===== src/rtl/tracker_pkg.sv =====
// Shared types for the NoC packet tracker record path.
package tracker_pkg;

  typedef enum logic [1:0] {
    IDLE     = 2'd0,
    LOG_WR   = 2'd1,
    PASS_HDR = 2'd2,
    BODY     = 2'd3
  } tracker_record_state_e;

endpackage


===== src/rtl/tracker_record_ctrl.sv =====
// Record-path control FSM: filter decision, one log write per recorded packet, then header/body pass-through.
// Optional TRACKER_RECORD_DROP_EN: drop the log record instead of stalling the NoC when the log path is busy.
module tracker_record_ctrl
  import tracker_pkg::*;
#(
  parameter int DROP_CNT_W = 32
) (
  input  logic                  clk,
  input  logic                  rst,
  input  logic                  noc_wr_tracker_in_val,
  output logic                  wr_tracker_noc_in_rdy,
  output logic                  wr_tracker_noc_out_val,
  input  logic                  noc_wr_tracker_out_rdy,
  input  logic                  datap_ctrl_filter_val,
  input  logic                  datap_ctrl_filter_record,
  output logic                  ctrl_datap_filter_rdy,
  input  logic                  datap_ctrl_last_flit,
  output logic                  ctrl_datap_store_hdr,
  output logic                  ctrl_datap_incr_flits,
  output logic                  log_wr_req_val,
  input  logic                  log_wr_req_rdy,
  output logic [DROP_CNT_W-1:0] drop_cnt
);

  tracker_record_state_e state, state_nxt;
  logic xfer;

  always_ff @(posedge clk) begin
    if (rst) state <= IDLE;
    else     state <= state_nxt;
  end

  // A flit moves only when both sides agree; the flit itself never leaves the datapath registers.
  assign xfer = noc_wr_tracker_in_val & noc_wr_tracker_out_rdy;

  always_comb begin
    state_nxt              = state;
    wr_tracker_noc_in_rdy  = 1'b0;
    wr_tracker_noc_out_val = 1'b0;
    ctrl_datap_filter_rdy  = 1'b0;
    ctrl_datap_store_hdr   = 1'b0;
    ctrl_datap_incr_flits  = 1'b0;
    log_wr_req_val         = 1'b0;
    case (state)
      IDLE: begin
        if (noc_wr_tracker_in_val && datap_ctrl_filter_val) begin
          ctrl_datap_filter_rdy = 1'b1;
          state_nxt = datap_ctrl_filter_record ? LOG_WR : PASS_HDR;
        end
      end
      LOG_WR: begin
        log_wr_req_val = 1'b1;
`ifdef TRACKER_RECORD_DROP_EN
        // One shot at the log: either accepted or dropped, the header moves on next cycle.
        state_nxt = PASS_HDR;
`else
        if (log_wr_req_rdy) state_nxt = PASS_HDR;
`endif
      end
      PASS_HDR: begin
        wr_tracker_noc_out_val = noc_wr_tracker_in_val;
        wr_tracker_noc_in_rdy  = noc_wr_tracker_out_rdy;
        if (xfer) begin
          ctrl_datap_store_hdr = 1'b1;
          state_nxt = datap_ctrl_last_flit ? IDLE : BODY;
        end
      end
      BODY: begin
        wr_tracker_noc_out_val = noc_wr_tracker_in_val;
        wr_tracker_noc_in_rdy  = noc_wr_tracker_out_rdy;
        if (xfer) begin
          ctrl_datap_incr_flits = 1'b1;
          if (datap_ctrl_last_flit) state_nxt = IDLE;
        end
      end
      default: state_nxt = IDLE;
    endcase
  end

`ifdef TRACKER_RECORD_DROP_EN
  always_ff @(posedge clk) begin
    if (rst) begin
      drop_cnt <= '0;
    end else if (state == LOG_WR && !log_wr_req_rdy && drop_cnt != {DROP_CNT_W{1'b1}}) begin
      drop_cnt <= drop_cnt + 1'b1;
    end
  end
`else
  assign drop_cnt = '0;
`endif

endmodule


===== config.mk =====
export PLATFORM = sky130hd
export DESIGN_NAME = tracker_record_ctrl
export DESIGN_NICKNAME = d
export VERILOG_FILES = /design/src/rtl/tracker_pkg.sv /design/src/rtl/tracker_record_ctrl.sv
export SDC_FILE = /design/constraint.sdc
export NUM_CORES = 1
export LEC_CHECK = 0
export ABC_CLOCK_PERIOD_IN_PS = 3000
export CORE_UTILIZATION = 29
export DETAILED_ROUTE_END_ITERATION = 10
export GPL_TIMING_DRIVEN = 0
export HOLD_SLACK_MARGIN = 0.08
export PLACE_DENSITY_LB_ADDON = 0.12
export RECOVER_POWER = 50
export SYNTH_ARGS = -nofsm -noshare
export SYNTH_HDL_FRONTEND = slang
export SYNTH_SLANG_ARGS = --single-unit

===== constraint.sdc =====
create_clock -name clk -period 3 [get_ports clk]
set_input_delay 0.6 -clock clk [delete_from_list [all_inputs] [get_ports clk]]
set_output_delay 0.6 -clock clk [all_outputs]
set_load 0.03 [all_outputs]

==> load_flow_metrics.sql <==
INSERT INTO impl_metrics (metric_group, metric, value, unit) VALUES
('status', 'outcome', 'completed', ''),
('cts', 'tritoncts.num_buffers', '3', ''),
('floorplan', 'die_w', '40.3', 'um'),
('timing', 'report.final.hold_viol_count', '0', ''),
('timing', 'max_freq', '0.359', 'GHz'),
('critical_path', 'startpoint_type', 'primary input', ''),
('power', 'power.total', '0.000224', 'W'),
('critical_path', 'worst-path-buf-inv', '2', ''),
('global_route', 'globalRouteOverflowTotal', '0', ''),
('floorplan', 'floorplan.initialDensity', '0.319', ''),
('power', 'switchingPower', '0.0000981', 'W'),
('synthesis', 'post-synth-top-area-cell', 'sky130_fd_sc_hd__buf_4', ''),
('floorplan', 'dieArea', '0.00162', 'mm2'),
('timing', 'setup_tns', '0', 'ns'),
('placed_design', 'dp_cells', '115', ''),
('timing', 'finalCriticalPeriod', '2.79', 'ns'),
('placed_design', 'place.port_buffers', '13', ''),
('timing', 'setup_viol', '0', ''),
('floorplan', 'floorplan.die.height', '40.3', 'um'),
('finish', 'n_fill_cell', '146', ''),
('synthesis', 'ys_types', '19', ''),
('global_route', 'grt_pass1_wl', '959', 'um'),
('floorplan', 'pin_count', '46', ''),
('finish', 'registers.top_by_ff_count', 'state', ''),
('critical_path', 'cp_slowest_cell', 'sky130_fd_sc_hd__clkdlybuf4s50_1', ''),
('finish', 'insertedDiodeCount', '0', ''),
('global_route', 'grt_start_max_net_pins', '10', ''),
('critical_path', 'crit_path_cell_trace', 'dlygate4sd3_1, and2_2, and3_1, clkdlybuf4s50_1', ''),
('power', 'comb_power_share', '0.601', ''),
('detailed_routing', 'met1_length', '296', 'um'),
('hold_path', 'min_path_type', 'flip-flop to flip-flop', ''),
('critical_path', 'timing.rr.start', 'state[1]', ''),
('detailed_routing', 'met3WireLength', '76', 'um'),
('critical_path', 'capture_instance_of_the_worst_register_to_register_path', 'state[0]', ''),
('finish', 'num-nets-final', '113', ''),
('floorplan', 'placementRows', '13', ''),
('critical_path', 'endpoint_kind', 'output port', ''),
('timing', 'timing.clock.skew', '0.00368', 'ns'),
('detailed_routing', 'drtAntennaViolNets', '0', ''),
('timing', 'final_clock_period_utilization_by_the_worst_path', '0.929', ''),
('placed_design', 'hpwlAfterDp', '674', 'um'),
('critical_path', 'cp_endpoint', 'ctrl_datap_incr_flits', ''),
('cts', 'cts-resized-gates', '0', ''),
('cts', 'cts.sink_count', '2', ''),
('critical_path', 'setup.worst_path.start', 'noc_wr_tracker_in_val', ''),
('detailed_routing', 'routed_via_density', '3.09', ''),
('power', 'internal_portion_of_total_power', '0.000126', 'W'),
('global_route', 'grt_use_total', '0.0920', ''),
('synthesis', 'postSynthAreaPerCell', '7.60', 'um2'),
('critical_path', 'critical_path_required', '2.40', 'ns'),
('synthesis', 'syn-cell-area', '425', 'um2'),
('synthesis', 'synth_sequential_area_ratio', '0.0941', ''),
('critical_path', 'crit_fanout', '4', ''),
('power', 'switching_share', '0.437', ''),
('finish', 'largestRegisters', 'state x2', ''),
('power', 'vdd_ir_drop_max', '0.128', 'mV'),
('critical_path', 'timing.setup.critical_path_class', 'primary input to output port', ''),
('detailed_routing', 'highest_layer', 'met3', ''),
('cts', 'clock_latency', '0.22', 'ns'),
('cts', 'cts_hold_fix_bufs', '0', ''),
('detailed_routing', 'first_pass_iters', '1', ''),
('synthesis', 'syn_inst', '56', ''),
('critical_path', 'r2r_setup_slack', '1.94', 'ns'),
('critical_path', 'timing.critical_path.max_delay_family', 'buffers and inverters', ''),
('timing', 'report.final.slew_viol_count', '0', ''),
('finish', 'largest_register_ff_count', '2', ''),
('global_route', 'grt_antenna_before_repair', '0', ''),
('power', 'power.density_cell_area', '315', 'mW/mm2'),
('cts', 'postCtsSetupBuffers', '0', ''),
('power', 'clock_power_share', '0.266', ''),
('detailed_routing', 'drt-wirelength-per-cell', '6.60', 'um');
worst register-to-register path, cell delays in order (launching register included):
cell and delay [ns]:
sky130_fd_sc_hd__dfxtp_1 0.31, sky130_fd_sc_hd__buf_6 0.13, sky130_fd_sc_hd__mux2_4 0.30, sky130_fd_sc_hd__a21oi_2 0.14
sky130_fd_sc_hd__a211oi_2 0.05
power by group through the flow:
stage | combinational (W) | clock [W] | sequential (W)
CTS | 0.000134 | 0.0000647 | 0.0000296
floorplan | 0.000113 | 0 | 0.0000300
global placement | 0.000134 | 0 | 0.0000300
global route | 0.000144 | 0.0000632 | 0.0000301
finish | 0.000135 | 0.0000598 | 0.0000297
detailed placement | 0.000134 | 0 | 0.0000300
final cells by class:
| cell class | count | area [um2] | area share |
|---|---|---|---|
| plain buffers | 34 | 256 | 0.360 |
| flip-flops and latches | 2 | 40.0 | 0.0561 |
| well taps | 15 | 18.8 | 0.0263 |
| multi-input cells | 51 | 245 | 0.344 |
| clock buffers | 3 | 22.5 | 0.0316 |
| repair buffers | 13 | 130 | 0.182 |
how the worst min path moves through the flow:
stage / slack, ns / to / startpoint
floorplan: 0.62 / state[0] / state[0]
global placement: 0.67 / state[0] / state[0]
detailed placement: 0.66 / state[0] / state[0]
CTS: 0.67 / state[0] / state[0]
global route: 0.70 / state[0] / state[0]
finish: 0.66 / state[0] / state[0]
through the flow:
| stage | util | instance area, um2 | worst slack [ns] |
|---|---|---|---|
| 2_1_floorplan | - | 542 | 1.09 |
| 3_3_place_gp | 0.518 | 691 | 0.281 |
| 3_5_place_dp | 0.518 | 691 | 0.277 |
| 4_1_cts | 0.535 | 713 | 0.278 |
| 5_1_grt | 0.535 | 713 | 0.166 |
| 6_report | 0.535 | 713 | 0.213 |
kinds of logic (layout without fill, tap and decap cells):
group,count (synthesis),after routing,share of synthesized area
simple gates,12,12,0.162
flops,2,2,0.0941
compound gates,6,6,0.0970
other cells,1,32,0.00882
buf+inv,34,50,0.603
mux,1,1,0.0353
cells in the final DEF (no fill, tap or decap):
cell type,count
sky130_fd_sc_hd__dlygate4sd3_1,3
sky130_fd_sc_hd__dfxtp_1,2
sky130_fd_sc_hd__a21oi_1,2
sky130_fd_sc_hd__and2b_2,1
sky130_fd_sc_hd__nor3_1,1
sky130_fd_sc_hd__o21ai_0,1
sky130_fd_sc_hd__clkdlybuf4s50_1,10
sky130_fd_sc_hd__nor2b_1,1
sky130_fd_sc_hd__nand4_1,1
sky130_fd_sc_hd__a211oi_2,1
sky130_fd_sc_hd__o21ai_1,1
sky130_fd_sc_hd__and2_2,2
sky130_fd_sc_hd__a21oi_2,1
sky130_fd_sc_hd__buf_6,1
sky130_fd_sc_hd__nor2_1,2
sky130_fd_sc_hd__clkbuf_4,3
sky130_fd_sc_hd__nand2_1,2
sky130_fd_sc_hd__mux2_4,1
sky130_fd_sc_hd__conb_1,32
sky130_fd_sc_hd__and3_1,2
sky130_fd_sc_hd__buf_2,1
sky130_fd_sc_hd__buf_4,32
per-layer routing:
layer  up-vias  global-route usage
met2        18               0.173
met3         0                   0
met4         0               0.100
li1        209                   -
met5         -                   0
met1       138              0.0844
No activity file was read; power rests on OpenSTA's default activity.
